## src/rtl/sobol_sng_pkg.sv

```systemverilog
// sobol_pkg: shared definitions for the Sobol stochastic number generator.
//   SOBOL_W     : width of one serial Sobol sample
//   SOBOL_FRAME : samples per frame (matches the generator's sample counter)
//   ONES_W      : width needed to hold 0..SOBOL_FRAME ones
//   sng_state_t : controller state encoding
package sobol_pkg;

  localparam int SOBOL_W     = 6;
  localparam int SOBOL_FRAME = 32;
  localparam int ONES_W      = $clog2(SOBOL_FRAME + 1);

  typedef enum logic {
    IDLE    = 1'b0,
    COLLECT = 1'b1
  } sng_state_t;

endpackage

```

## src/rtl/sobol_sng_deser.sv

```systemverilog
// sobol_deser: serial-to-parallel converter for LSB-first Sobol samples.
// Ports:
//   clk        : clock, rising edge
//   rst        : asynchronous active-low reset
//   clr        : synchronous clear (drops any partial word, no truncation flag)
//   act        : controller is collecting; bits are ignored when low
//   in_valid   : serial strobe
//   in_bit     : serial data, LSB first
//   word       : assembled sample, valid with word_valid
//   word_valid : combinational, high on the cycle the W-th bit arrives
//   word_first : combinational, high on the cycle the first bit of a word arrives
//   trunc      : combinational, high when in_valid drops with a partial word held
module sobol_deser
  import sobol_pkg::*;
#(
  parameter int W = SOBOL_W
) (
  input  logic         clk,
  input  logic         rst,
  input  logic         clr,
  input  logic         act,
  input  logic         in_valid,
  input  logic         in_bit,
  output logic [W-1:0] word,
  output logic         word_valid,
  output logic         word_first,
  output logic         trunc
);

  localparam int IDX_W = $clog2(W);
  localparam logic [IDX_W-1:0] IDX_LAST = IDX_W'(W - 1);
  localparam logic [IDX_W-1:0] IDX_ONE  = IDX_W'(1);

  // Only the first W-1 bits need storing; the final bit is used straight
  // from in_bit on the cycle it arrives.
  logic [W-2:0]     shreg;
  logic [IDX_W-1:0] bit_idx;
  logic             capture;

  assign capture    = act && in_valid;
  assign word_valid = capture && (bit_idx == IDX_LAST);
  assign word_first = capture && (bit_idx == '0);
  assign trunc      = act && !in_valid && (bit_idx != '0);
  assign word       = {in_bit, shreg};

  always_ff @(posedge clk or negedge rst) begin
    if (!rst) begin
      shreg   <= '0;
      bit_idx <= '0;
    end else if (clr) begin
      shreg   <= '0;
      bit_idx <= '0;
    end else if (word_valid) begin
      // Overrun: a still-high in_valid simply starts the next word at bit 0.
      bit_idx <= '0;
    end else if (capture) begin
      for (int i = 0; i < W - 1; i++) begin
        if (bit_idx == IDX_W'(i)) begin
          shreg[i] <= in_bit;
        end
      end
      bit_idx <= bit_idx + IDX_ONE;
    end else if (trunc) begin
      shreg   <= '0;
      bit_idx <= '0;
    end
  end

endmodule

```

## src/rtl/sobol_sng.sv

```systemverilog
// sobol_sng: stochastic number generator fed by a serial Sobol generator.
// Each deserialised sample is compared against the latched operand x to form
// one stochastic bit; ones are totalled per FRAME samples for readback.
// Ports:
//   clk        : clock, rising edge
//   rst        : asynchronous active-low reset
//   en_in      : block enable; low synchronously clears all state
//   in_valid   : serial sample strobe from the Sobol generator
//   in_bit     : serial sample data, LSB first
//   x          : operand, latched at the first bit of each frame
//   sc_bit     : stochastic bit (sample < x), held between sc_valid pulses
//   sc_valid   : one-cycle strobe qualifying sc_bit
//   frame_done : one-cycle strobe with the sc_valid of the last frame sample
//   ones_count : ones in the last completed frame, held between frames
//   err        : sticky truncated-sample flag
//
// state   | meaning
// --------+---------------------------------------------------------
// IDLE    | disabled or just reset; everything cleared
// COLLECT | waiting for or shifting in a sample
module sobol_sng
  import sobol_pkg::*;
#(
  parameter int W     = SOBOL_W,
  parameter int FRAME = SOBOL_FRAME
) (
  input  logic                         clk,
  input  logic                         rst,
  input  logic                         en_in,
  input  logic                         in_valid,
  input  logic                         in_bit,
  input  logic [W-1:0]                 x,
  output logic                         sc_bit,
  output logic                         sc_valid,
  output logic                         frame_done,
  output logic [$clog2(FRAME+1)-1:0]   ones_count,
  output logic                         err
);

  localparam int OW    = $clog2(FRAME + 1);
  localparam int CNT_W = $clog2(FRAME);
  localparam logic [CNT_W-1:0] CNT_LAST = CNT_W'(FRAME - 1);
  localparam logic [CNT_W-1:0] CNT_ONE  = CNT_W'(1);

  sng_state_t       state;
  logic [W-1:0]     x_lat;
  logic [W-1:0]     x_eff;
  logic [CNT_W-1:0] samp_cnt;
  logic [OW-1:0]    acc;
  logic             active;
  logic             x_load;
  logic             cmp;

  logic [W-1:0]     word;
  logic             word_valid;
  logic             word_first;
  logic             trunc;

  assign active = (state == COLLECT) && en_in;

  sobol_deser #(
    .W (W)
  ) u_deser (
    .clk        (clk),
    .rst        (rst),
    .clr        (!en_in),
    .act        (active),
    .in_valid   (in_valid),
    .in_bit     (in_bit),
    .word       (word),
    .word_valid (word_valid),
    .word_first (word_first),
    .trunc      (trunc)
  );

  // The operand is captured on the first bit of sample 0. Bypassing the
  // register on that cycle keeps the compare correct even for tiny W.
  assign x_load = word_first && (samp_cnt == '0);
  assign x_eff  = x_load ? x : x_lat;
  assign cmp    = word < x_eff;

  always_ff @(posedge clk or negedge rst) begin
    if (!rst) begin
      state      <= IDLE;
      x_lat      <= '0;
      samp_cnt   <= '0;
      acc        <= '0;
      sc_bit     <= 1'b0;
      sc_valid   <= 1'b0;
      frame_done <= 1'b0;
      ones_count <= '0;
      err        <= 1'b0;
    end else if (!en_in) begin
      state      <= IDLE;
      x_lat      <= '0;
      samp_cnt   <= '0;
      acc        <= '0;
      sc_bit     <= 1'b0;
      sc_valid   <= 1'b0;
      frame_done <= 1'b0;
      ones_count <= '0;
      err        <= 1'b0;
    end else begin
      sc_valid   <= 1'b0;
      frame_done <= 1'b0;
      case (state)
        IDLE: begin
          state <= COLLECT;
        end
        COLLECT: begin
          if (x_load) begin
            x_lat <= x;
          end
          if (word_valid) begin
            sc_bit   <= cmp;
            sc_valid <= 1'b1;
            if (samp_cnt == CNT_LAST) begin
              ones_count <= acc + OW'(cmp);
              frame_done <= 1'b1;
              acc        <= '0;
              samp_cnt   <= '0;
            end else begin
              acc      <= acc + OW'(cmp);
              samp_cnt <= samp_cnt + CNT_ONE;
            end
          end
          // A dropped partial word leaves samp_cnt and acc untouched.
          if (trunc) begin
            err <= 1'b1;
          end
        end
        default: begin
          state <= IDLE;
        end
      endcase
    end
  end

endmodule

```

## config.mk

```make
export PLATFORM = sky130hd
export DESIGN_NAME = sobol_sng
export DESIGN_NICKNAME = d
export VERILOG_FILES = /design/src/rtl/sobol_sng_pkg.sv /design/src/rtl/sobol_sng_deser.sv /design/src/rtl/sobol_sng.sv
export SDC_FILE = /design/constraint.sdc
export NUM_CORES = 1
export LEC_CHECK = 0
export CAP_MARGIN = 5
export CORE_MARGIN = 1.5
export CORE_UTILIZATION = 52
export CTS_BUF_LIST = sky130_fd_sc_hd__clkbuf_4
export DETAILED_ROUTE_END_ITERATION = 10
export PLACE_DENSITY_LB_ADDON = 0.05
export SETUP_SLACK_MARGIN = 0.2
export SLEW_MARGIN = 0
export SYNTH_ARGS = -nofsm -noshare
export SYNTH_HDL_FRONTEND = slang
export SYNTH_SLANG_ARGS = --single-unit
```

## constraint.sdc

```tcl
create_clock -name clk -period 3 [get_ports clk]
set_clock_uncertainty 0.2 [all_clocks]
set_input_delay 0.6 -clock clk [delete_from_list [all_inputs] [get_ports clk]]
set_output_delay 0.6 -clock clk [all_outputs]
set_load 0.02 [all_outputs]
```

## Yosys cells after proc, flatten, opt, wreduce, memory -nomap -nowiden

Index checks and enable logic that the tools add are counted.

| storage, ports and cells | value |
|---|---|
| bits in registers | 36 |
| bits of input ports | 11 |
| output and inout bits | 10 |
| logic and storage cells | 98 |

| cells by class | value |
|---|---|
| add/sub/neg operators | 3 |
| $lt $le $gt $ge | 1 |
| equal/unequal tests | 18 |
| mux-type cells | 42 |
| reductions and logical operators | 19 |

Operators with widths:

| kind | count |
|---|---|
| $mux W6 | 11 |
| $mux W5 | 8 |
| $mux W1 | 19 |
| $reduce_and A3 Y1 | 6 |
| $ne A3 B3 Y1 const B | 5 |
| $mux W3 | 4 |
| $ne A2 B1 Y1 const B | 4 |
| $logic_and A1 B1 Y1 | 7 |
| $add A6 B1 Y6 | 1 |
| $eq A3 B2 Y1 const B | 2 |
| $eq A3 B3 Y1 const B | 2 |
| $lt A6 B6 Y1 | 1 |
| $add A5 B1 Y5 const B | 1 |
| $eq A5 B5 Y1 const B | 1 |
| $logic_not A5 Y1 | 1 |
| $ne A4 B1 Y1 const B | 1 |
| $reduce_and A2 Y1 | 2 |
| $add A3 B1 Y3 const B | 1 |
| $eq A3 B1 Y1 const B | 1 |
| $logic_not A3 Y1 | 1 |
| $ne A3 B1 Y1 const B | 1 |
| $reduce_bool A3 Y1 | 1 |
| $ne A2 B2 Y1 const B | 1 |
| $logic_not A1 Y1 | 1 |

## Logic depth before layout (Yosys ltp)

Gate-level depths: netlist of run 1.

| depth | value |
|---|---|
| word-level depth | 11 |
| depth in mapped cells | 15 |
| gate-level depth less buffers | 15 |

## Modules after synthesis

From an unflattened synthesis of run 1, not the netlist that was laid out.

| second synthesis, totals | value |
|---|---|
| cell total of the unflattened synthesis | 209 |
| area, all modules | 2,083.2 um^2 |

By module, submodules not included:

| module | times used | cells each | area each (um^2) | seq. area each (um^2) |
|---|---|---|---|---|
| sobol_sng | 1 | 153 | 1,529.0 | 700.7 |
| sobol_deser | 1 | 56 | 554.3 | 200.2 |

## Worst setup path after synthesis of run 1

OpenSTA, ideal clock, no wires.

| timing | value |
|---|---|
| kind | input-to-reg |
| start point | input port in_valid |
| end point | register acc[4] |
| setup time | 0.083 ns |
| data arrival time | 2.791 ns |
| data required time | 2.717 ns |
| setup slack | -0.074 ns |
| cell stages on the path | 13 |
| path buffers | 1 |
| path through | and3_1 buf_4 nand3_4 mux2i_1 ha_1 a211oi_1 nand2_1 o22ai_1 ha_1 ha_1 nand3_1 xor2_1 o21ai_0 |

| between the ends | value |
|---|---|
| cells in the longest elaborated chain, start to end | 10 |
| elaborated cells on any way between the ends | 13 |
| classes of those cells | add/sub (1); order compare (1); eq/ne (1); mux (5); reduce/logical (5) |

RTL lines:

| what | line | source |
|---|---|---|
| start: declaration | sobol_sng.sv:30 | `input logic in_valid,` |
| $logic_and A1 B1 Y1 * | sobol_sng_deser.sv:40 | `assign capture = act && in_valid;` |
| $logic_and A1 B1 Y1 | sobol_sng_deser.sv:42 | `assign word_first = capture && (bit_idx == '0);` |
| $logic_and A1 B1 Y1 | sobol_sng.sv:78 | `assign x_load = word_first && (samp_cnt == '0);` |
| $mux W6 | -- |  |
| $lt A6 B6 Y1 | sobol_sng.sv:80 | `assign cmp = word < x_eff;` |
| $add A6 B1 Y6 | sobol_sng.sv:123 | `acc <= acc + OW'(cmp);` |
| $mux W6 | sobol_sng.sv:117 | `if (samp_cnt == CNT_LAST) begin` |
| $mux W6 | sobol_sng.sv:114 | `if (word_valid) begin` |
| $mux W6 | sobol_sng.sv:106 | `case (state)` |
| $mux W6 | sobol_sng.sv:93 | `end else if (!en_in) begin` |
| end signal: assignment | sobol_sng.sv:123 |  |
| end: declaration | sobol_sng.sv:49 | `logic [OW-1:0] acc;` |

Mark *: on every way between the ends. The rest lies on a longest branch, timed or not. The select of a mux whose other input is x is not followed.
A chain may end at the register's enable or synchronous reset.

## Worst setup path after layout of run 1

| timing | value |
|---|---|
| start point | register samp_cnt[0] |
| end point | register ones_count[5] |

| between the ends | value |
|---|---|
| cells in the longest elaborated chain, start to end | 9 |
| elaborated cells on any way between the ends | 12 |
| classes of those cells | add/sub (1); order compare (1); eq/ne (2); mux (5); reduce/logical (3) |

RTL lines:

| what | line | source |
|---|---|---|
| start: declaration | sobol_sng.sv:48 | `logic [CNT_W-1:0] samp_cnt;` |
| start signal: assignment | sobol_sng.sv:124 | `samp_cnt <= samp_cnt + CNT_ONE;` |
| $logic_not A5 Y1 | sobol_sng.sv:78 |  |
| $logic_and A1 B1 Y1 | sobol_sng.sv:78 |  |
| $mux W6 | -- |  |
| $lt A6 B6 Y1 | sobol_sng.sv:80 |  |
| $add A6 B1 Y6 | sobol_sng.sv:118 | `ones_count <= acc + OW'(cmp);` |
| $mux W6 | sobol_sng.sv:117 |  |
| $mux W6 | sobol_sng.sv:114 |  |
| $mux W6 | sobol_sng.sv:106 |  |
| $mux W6 | sobol_sng.sv:93 |  |
| end signal: assignment | sobol_sng.sv:118 |  |
| end: declaration | sobol_sng.sv:36 | `output logic [$clog2(FRAME+1)-1:0] ones_count,` |

Parallel ways exist; a longest one is shown, timed or not. The select of a mux whose other input is x is not followed.

==> results of run 1 <==
power by group through the flow:
stage	registers, mW	clock network, mW	logic (mW)
after detailed placement	0.504	0	0.105
after CTS	0.495	0.351	0.124
after global routing	0.496	0.372	0.151
after floorplan	0.505	0	0.0515
after global placement	0.504	0	0.103
final	0.495	0.349	0.140
cells in the mapped netlist, drive strengths merged:
| master | count | area share |
|---|---|---|
| dfrtp | 36 | 0.47 |
| o21ai | 23 | 0.061 |
| nand3 | 18 | 0.057 |
| nand2 | 17 | 0.034 |
| ha | 15 | 0.099 |
| inv | 12 | 0.024 |
| nor2b | 7 | 0.023 |
| mux2i | 6 | 0.032 |
| a21oi | 5 | 0.013 |
| and3 | 5 | 0.016 |
| xor2 | 5 | 0.023 |
| buf | 4 | 0.011 |
| nor2 | 4 | 0.0079 |
| o31ai | 3 | 0.012 |
| a21boi | 2 | 0.0099 |
| clkbuf | 2 | 0.0040 |
| nand4 | 2 | 0.0099 |
| o22ai | 2 | 0.0066 |
| or3 | 2 | 0.0066 |
| a211oi | 1 | 0.0040 |
| a21o | 1 | 0.0040 |
| a22o | 1 | 0.0046 |
| a2bb2oi | 1 | 0.0046 |
| a311oi | 1 | 0.0079 |
| a32o | 1 | 0.0053 |
| and2 | 1 | 0.0033 |
| and2b | 1 | 0.0040 |
| and4 | 1 | 0.0046 |
| nor3 | 1 | 0.0026 |
| nor3b | 1 | 0.0040 |
| nor4 | 1 | 0.0033 |
| nor4b | 1 | 0.013 |
| o21a | 1 | 0.0040 |
| or3b | 1 | 0.0046 |
| xnor2 | 1 | 0.0046 |
final cells by class:
cell class,instances,area [um2],area share
tap,46,57.6,0.0221
clock inverter,3,42.5,0.0163
timing repair buffer,55,492,0.189
sequential,36,901,0.346
multi-input combinational,132,1030,0.395
clock buffer,5,37.5,0.0144
inverter,12,45.0,0.0173
worst max-delay path: stages, from the launching register on:
cell      delay, ns
dfrtp_1        0.40
inv_2          0.05
ha_2           0.16
nor4b_4        0.28
nand3_4        0.19
mux2i_2        0.24
ha_1           0.30
a211oi_2       0.26
nand2_1        0.10
o22ai_2        0.15
ha_2           0.23
and3_1         0.17
nand3_1        0.10
xor2_1         0.22
o21ai_1        0.10
registers in the layout (all words and copies together), names as in the netlist:
name / flops
state: 1
u_deser.shreg: 5
sc_bit: 1
ones_count: 6
acc: 6
err: 1
sc_valid: 1
frame_done: 1
x_lat: 6
samp_cnt: 5
u_deser.bit_idx: 3
worst max-delay path by stage:
| stage | end | from | cells past startpoint |
|---|---|---|---|
| after floorplan | acc[4] | in_valid | 13 |
| after global placement | acc[5] | in_valid | 13 |
| after detailed placement | ones_count[5] | in_valid | 13 |
| after CTS | acc[2] | samp_cnt[0] | 14 |
| after global routing | acc[5] | samp_cnt[1] | 14 |
| final | ones_count[5] | samp_cnt[0] | 14 |
per-layer routing:
layer / wire length [um] / up-vias / global-route usage / part of all wire
met5: 0 / - / 0 / 0
met4: 121 / 0 / 0.122 / 0.027
met3: 122 / 14 / 0.0375 / 0.027
met2: 2160 / 33 / 0.396 / 0.48
met1: 2080 / 761 / 0.296 / 0.46
li1: - / 769 / - / -
kinds of logic (layout without fill, tap and decap cells):
group                    after synthesis  in the layout  synth area share
AO/OA/AOI/OAI                         42             42             0.136
XOR/XNOR                               6              6            0.0276
flip-flops                            36             36             0.474
multiplexers                           6              6            0.0316
adder cells (fa/ha/maj)               15             15            0.0987
buffers and inverters                 18             75            0.0388
AND/OR/NAND/NOR                       63             63             0.193
what timing repair did:
item                       CTS  global route
buffers inserted            11             3
pin swaps                    4             7
hold buffers                 0             0
setup endpoints to repair   12            13
resized for setup            8            28
==> metrics.txt, run 1 <==
status=complete, but fails checks; failing checks=setup timing; Worst-Skew Late Latency=about 0.36 ns; Yosys Warn Count=0; WL/cell=~15 um; Non-Filler Instances=roughly 290; Final Power=~980 uW; clock sinks=36; pre-CTS setup slack=-0.562 ns; Slew Viols, Final=0; initial antenna violation count=0; hold depth=2; area grow syn2layout=37.1%; Worst Min Path Start=acc[0]; Setup CP Type=reg2reg; effective utilization at floorplan=0.556; Internal=approximately 740 uW; Max Clk Rate=307 MHz; CTS Root Cell=clkbuf_4; Overall Global Routing Usage=0.237; RSZ-0062 raised after global routing=yes; largest net degree at the start of global routing=37; VDD IR max=261 uV; Syn Inst Count=186; vias in the first global route=about 1.6k; die height=63.5 um; Detail Route Antenna Nets=0; hpwl dp=2790 um; Crit. End Element=register; worst r2r path cells=14; post-synth cell types=42; worst slew pin tran=~0.47 ns; most frequent cells in the layout=dfrtp_1, buf_4, clkdlybuf4s50_1; Final Wtd Congestion=0.834; Synth Register Bits=36; core box area=~3400 um2; gr ovfl total=0; first-pass GRT wire length=7380 um; kind of start point of the critical path=register; Post-Layout Inst Area=2610 um2; share of power burned in registers=0.503; MaxCap Viol Count=0; DRC violations left=0; Ant. Diodes=0; total negative setup slack=-1.69 ns; Post-DP Area=2320 um2; total leakage power=1.22 nW; drt first-iter violations=96; Post-Place Cells=between 200 and 300; cts bufs inserted=5; commonest non-fill, non-tap cell in the layout=dfrtp_1; Hold Fails Final Rpt=0; H-tree depth=2; row cnt=21; CTS tree=built; R2R Path Start=samp_cnt[0]; NumNets Final=approximately 270; setup ws final=-0.255 ns; number of top-level pins=21; WP data required=between 3 and 4 ns; FF-to-FF setup slack=-0.25 ns; share of cells above drive strength 1=0.300; Slew headroom=0.685; Die ar.=about 4000 um2; clock power share=0.355; Net Switching=between 200 and 250 uW; Synthesized Nets=approximately 210; Comb power frac=0.142; Avg Cell Area, Syn=between 10 and 15 um2; Sw Ratio=0.252; clock-pin slew on the worst setup and hold paths=approximately 0.13 ns; Final period util=1.08; die width=63.5 um; router iterations before antenna repair=4; routed vias=around 1.6k; Final Util=0.763; post-layout min period=between 3 and 4 ns; power density cells=around 380 nW/um2; hold path endpoint=acc[0]; HP Class=reg2reg; CTS max path bufs=2; PortBufs=20; Reg2Reg Capture Point=ones_count[5]; Setup Viol. Count Final=10; Fill cells=~230; hold slack final=about 0.32 ns; synthesized area=1900 um2; crit-path max FO=6; Via density=about 5.5; WL final=~4500 um; Crit path arrival time=around 3.3 ns; register area share after synthesis=0.474
Power figures use the tool's default switching activity.
==> run 2, diff against run 1 <==
--- a/config.mk
+++ b/config.mk
@@ -7,7 +7,7 @@
 export LEC_CHECK = 0
 export CAP_MARGIN = 5
 export CORE_MARGIN = 1.5
-export CORE_UTILIZATION = 52
+export CORE_UTILIZATION = 58
 export CTS_BUF_LIST = sky130_fd_sc_hd__clkbuf_4
 export DETAILED_ROUTE_END_ITERATION = 10
 export PLACE_DENSITY_LB_ADDON = 0.05
==> constraint.sdc (replaced) <==
create_clock -name clk -period 3.6 [get_ports clk]
set_clock_uncertainty 0.2 [all_clocks]
set_input_delay 0.72 -clock clk [delete_from_list [all_inputs] [get_ports clk]]
set_output_delay 0.72 -clock clk [all_outputs]
set_load 0.02 [all_outputs]
==> run 2 against run 1 <==
Against the previous run: the flow now finishes without violations; cell area is 3.7% lower; register-to-register slack improved by 0.48 ns; total power shrank 25%; setup slack gained 0.48 ns; final cell count down 7.3%; combinational power shrank 25%; clock power decreased by 38%; first-iteration DRC count shrank 22%; count of clock-buffer cells in the layout up 1; fmax fell by 3.6%.
==> metrics.txt, run 2 (synthesized netlist as in run 1, its figures left out) <==
Crit path arrival time=3.45 ns; cts bufs inserted=5; largest registers=acc (6), ones_count (6), x_lat (6); crit-path max FO=6; Max Clk Rate=between 200 and 300 MHz; WL final=just under 5000 um; Crit. End Element=register; CTS Hold Buffers Added=0; kind of start point of the critical path=register; commonest non-fill, non-tap cell in the layout=dfrtp_1; router iterations before antenna repair=4; setup ws final=0.225 ns; Comb power frac=0.143; clock sinks=36; Via density=between 5 and 6; routed vias=about 1.6k; drt first-iter violations=between 70 and 80; clock power share=0.294; post-layout min period=around 3.4 ns; first-pass GRT wire length=~6900 um; Sw Ratio=0.267; CTS max path bufs=2; DRC violations left=0; Net Switching=196 uW; effective utilization at floorplan=0.617; crit-path max cell delay=0.42 ns; Slew headroom=0.692; share of cells above drive strength 1=0.246; VDD IR max=roughly 240 uV; critical path's slowest cell=dfrtp_1; Fill cells=196; Setup Viol. Count Final=0; pre-CTS setup slack=-0.278 ns; most frequent cells in the layout=dfrtp_1, clkdlybuf4s50_1, o21ai_0, nand2_1, buf_4; Slew Viols, Final=0; die width=about 60 um; Post-DP Area=around 2200 um2; share of power burned in registers=0.563; WP data required=between 3 and 4 ns; Hold Fails Final Rpt=0; CTS Root Cell=clkbuf_4; CTS tree=built; worst r2r path cells=14; RSZ-0062 raised after global routing=no; H-tree depth=2; die height=between 60 and 70 um; critical-path cell list=inv_1 > ha_2 > and2b_2 > nand3_4 > mux2i_4 > ha_4 > a211oi_4 > nand2_2 > o22ai_2 > ha_2 > and3_4 > nand3_4 > xor2_4 > o21ai_2; Final period util=0.937; worst slew pin tran=0.462 ns; power density cells=between 200 and 300 nW/um2; MaxCap Viol Count=0; Die ar.=~3600 um2; status=completed; Post-Layout Inst Area=2510 um2; Ant. Diodes=0; Worst-Skew Late Latency=around 0.35 ns; hold depth=1; Detail Route Antenna Nets=0; total leakage power=between 1 and 1.5 nW; Overall Global Routing Usage=0.262; Setup CP Type=reg2reg; Internal=538 uW; NumNets Final=between 200 and 300; hpwl dp=2880 um; Final Wtd Congestion=0.833; largest net degree at the start of global routing=37; row cnt=20; number of top-level pins=21; initial antenna violation count=0; area grow syn2layout=32.0%; HP Class=reg2reg; clock-pin slew on the worst setup and hold paths=0.11 ns; core box area=a little over 3000 um2; vias in the first global route=1488; WL/cell=between 15 and 20 um; PortBufs=20; gr ovfl total=0
## run 2: per-layer routing
| metal | GRT usage | vias to the layer above | routed length, um |
|---|---|---|---|
| li1 | - | 725 | - |
| met1 | 0.344 | 778 | 2060 |
| met2 | 0.411 | 58 | 2350 |
| met3 | 0.0649 | 16 | 265 |
| met4 | 0.111 | 0 | 148 |
| met5 | 0 | - | 0 |
## run 2: layout make-up
class	count	area (um2)	share of cell area
clock buffers	6	45.0	0.0180
well taps	44	55.1	0.0219
flip-flops and latches	36	901	0.359
inverters	12	45.0	0.0180
repair buffers	37	340	0.136
multi-input cells	132	1120	0.445
clock inverters	1	5.00	0.00200
## run 2: power by group through the flow
stage                     Sequential (mW)  Clock, mW  Combinational, mW
after floorplan                     0.421          0             0.0406
after global placement              0.421          0             0.0755
after detailed placement            0.421          0             0.0778
after CTS                           0.413      0.214             0.0801
after global routing                0.414      0.233              0.113
final                               0.414      0.216              0.105
## run 2: final timing paths
kind                                          to               start  slack [ns]
worst max-delay path               ones_count[5]  u_deser.bit_idx[0]        0.23
worst max register to register     ones_count[5]  u_deser.bit_idx[0]        0.23
min in group asynchronous       u_deser.shreg[3]                 rst        0.58
worst min register to register               err                 err        0.31
max in group asynchronous                 acc[1]                 rst        2.29
worst min-delay path                         err                 err        0.31
## run 2: repair_timing
| action | 4_1_cts | 5_1_grt |
|---|---|---|
| gates resized for setup | 2 | 42 |
| endpoints found under the setup margin | 6 | 10 |
| pin swaps | 1 | 13 |
| cloned | 0 | 0 |
| setup buffers | 1 | 8 |
## run 2: through the flow
stage	util	TNS, ns	std cells	hold slack, ns	power [mW]
CTS	0.732	0	260	0.317	0.708
floorplan	-	0	186	0.224	0.461
global route	0.815	0	268	0.352	0.761
detailed placement	0.711	-1.83	252	0.289	0.499
finish	0.815	0	268	0.312	0.735
global placement	0.711	-0.495	252	0.275	0.496
## run 2: worst max-delay path, delay by kind of cell, from the launching register on
kind	cells	cell delay (ns)
buffers and inverters	1	0.09
flip-flops	1	0.42
adder cells (fa/ha/maj)	3	0.69
XOR/XNOR	1	0.21
multiplexers	1	0.29
AND/OR/NAND/NOR	5	0.78
AO/OA/AOI/OAI	3	0.59
==> run 3, diff against run 2 <==
--- a/config.mk
+++ b/config.mk
@@ -5,8 +5,8 @@
 export SDC_FILE = /design/constraint.sdc
 export NUM_CORES = 1
 export LEC_CHECK = 0
+export ABC_AREA = 0
 export CAP_MARGIN = 5
-export CORE_MARGIN = 1.5
 export CORE_UTILIZATION = 58
 export CTS_BUF_LIST = sky130_fd_sc_hd__clkbuf_4
 export DETAILED_ROUTE_END_ITERATION = 10
==> run 3 against run 2 <==
Against the previous run: global-route usage rose by 0.12 points; utilization decreased by 1.4 points; cell area decreased by 1.7%; die area is 3.3% lower; combinational power about the same; highest routed layer unchanged.
==> metrics.txt, run 3 (synthesized netlist as in run 1, its figures left out) <==
VDD IR max=193 uV; NumNets Final=between 200 and 250; gr ovfl total=0; largest registers=acc (6), ones_count (6), x_lat (6); routed vias=1509; WP data required=between 3 and 4 ns; Crit. End Element=register; Final Power=between 700 and 800 uW; worst slew pin tran=0.451 ns; Setup CP Type=reg2reg; Worst-Skew Late Latency=about 0.35 ns; cts bufs inserted=5; CTS tree=built; post-layout min period=~3.4 ns; RSZ-0062 raised after global routing=yes; Final period util=0.945; WL/cell=about 17 um; largest net degree at the start of global routing=37; Final Wtd Congestion=approximately 0.86; Ant. Diodes=0; hpwl dp=2860 um; CTS max path bufs=2; H-tree depth=2; Post-Place Cells=252; Setup Viol. Count Final=0; critical-path cell list=inv_1 > ha_1 > nor4b_4 > nand3_4 > mux2i_4 > ha_4 > a211oi_4 > nand2_1 > o22ai_2 > ha_2 > and3_4 > nand3_4 > xor2_2 > o21ai_1; WP buf/inv=1; Die ar.=3510 um2; MaxCap Viol Count=0; WL final=approximately 4400 um; area grow syn2layout=29.8%; vias in the first global route=1454; share of cells above drive strength 1=0.221; Crit path arrival time=approximately 3.5 ns; most frequent cells in the layout=dfrtp_1, clkdlybuf4s50_1, nand2_1; power density cells=between 200 and 300 nW/um2; DRC violations left=0; kind of start point of the critical path=register; Fill cells=about 190; drt first-iter violations=43; total leakage power=1.12 nW; initial antenna violation count=0; crit-path max FO=6; HP Class=reg2reg; hold slack final=0.309 ns; effective utilization at floorplan=0.617; Final Util=0.801; Non-Filler Instances=around 270; Via density=between 5 and 6; total negative setup slack=0 ns; Slew Viols, Final=0; number of top-level pins=21; clock sinks=36; most frequent CP cell=nand3_4; core box area=3080 um2; crit-path max cell delay=0.42 ns; die height=around 59 um; critical path's slowest cell=dfrtp_1; CTS Hold Buffers Added=0; die width=approximately 60 um; family with the most delay on the worst path=simple AND/OR/NAND/NOR gates; Detail Route Antenna Nets=0; row cnt=20; first-pass GRT wire length=6750 um; PortBufs=20; commonest non-fill, non-tap cell in the layout=dfrtp_1; router iterations before antenna repair=5; Overall Global Routing Usage=0.263; CTS Root Cell=clkbuf_4; Max Clk Rate=approximately 290 MHz; Slew headroom=0.700; clock-pin slew on the worst setup and hold paths=0.11 ns; status=completed; Hold Fails Final Rpt=0
[run 3: changes by cell type in the layout (fill, tap and decap cells not counted), moves of 2 or more]
cell / previous run / this run
xor2_2: 0 / 2
inv_1: 10 / 12
inv_2: 2 / 0
o21ai_1: 6 / 8
[run 3: where the power goes]
group / leakage [nW] / total [mW] / internal, mW / switching [mW]
logic: 0.588 / 0.102 / 0.0485 / 0.0533
registers: 0.498 / 0.414 / 0.409 / 0.00425
clock network: 0.0315 / 0.210 / 0.0794 / 0.131
[run 3: final cells by class]
cell class / count / area, um2 / area share
inverters: 12 / 45.0 / 0.0183
repair buffers: 35 / 322 / 0.130
clock buffers: 6 / 45.0 / 0.0183
clock inverters: 1 / 5.00 / 0.00203
well taps: 44 / 55.1 / 0.0223
flip-flops and latches: 36 / 901 / 0.365
multi-input cells: 132 / 1090 / 0.443
[run 3: worst register-to-register path, stage by stage (launching register included)]
cell and delay [ns]:
dfrtp_1 0.42, inv_1 0.07, ha_1 0.15, nor4b_4 0.27
nand3_4 0.25, mux2i_4 0.29, ha_4 0.27, a211oi_4 0.25
nand2_1 0.10, o22ai_2 0.17, ha_2 0.24, and3_4 0.20
nand3_4 0.08, xor2_2 0.20, o21ai_1 0.17
[run 3: final timing paths]
path,startpoint,to,slack [ns],cells after the start
max reg2reg,samp_cnt[0],ones_count[5],0.20,14
max,samp_cnt[0],ones_count[5],0.20,14
min,err,err,0.31,1
min in group asynchronous,rst,acc[4],0.58,2
min reg2reg,err,err,0.31,1
max in group asynchronous,rst,ones_count[1],2.29,2
[run 3: metrics by stage]
step	instance area, um2	worst slack [ns]
floorplan	1900	0.406
global placement	2190	-0.126
detailed placement	2190	-0.296
CTS	2250	0.222
global route	2470	0.0957
finish	2470	0.198
[run 3: what timing repair did]
item	in CTS	in global routing
cloned	0	0
buffers inserted	0	7
setup endpoints to repair	6	8
gates resized for setup	4	33
pin swaps	0	15
[run 3: routing by layer]
metal | vias to the layer above | global-route usage | routed length (um)
met1 | 726 | 0.329 | 1860
li1 | 733 | - | -
met3 | 9 | 0.0655 | 184
met4 | 0 | 0.122 | 91
met5 | - | 0 | 0
met2 | 41 | 0.429 | 2280
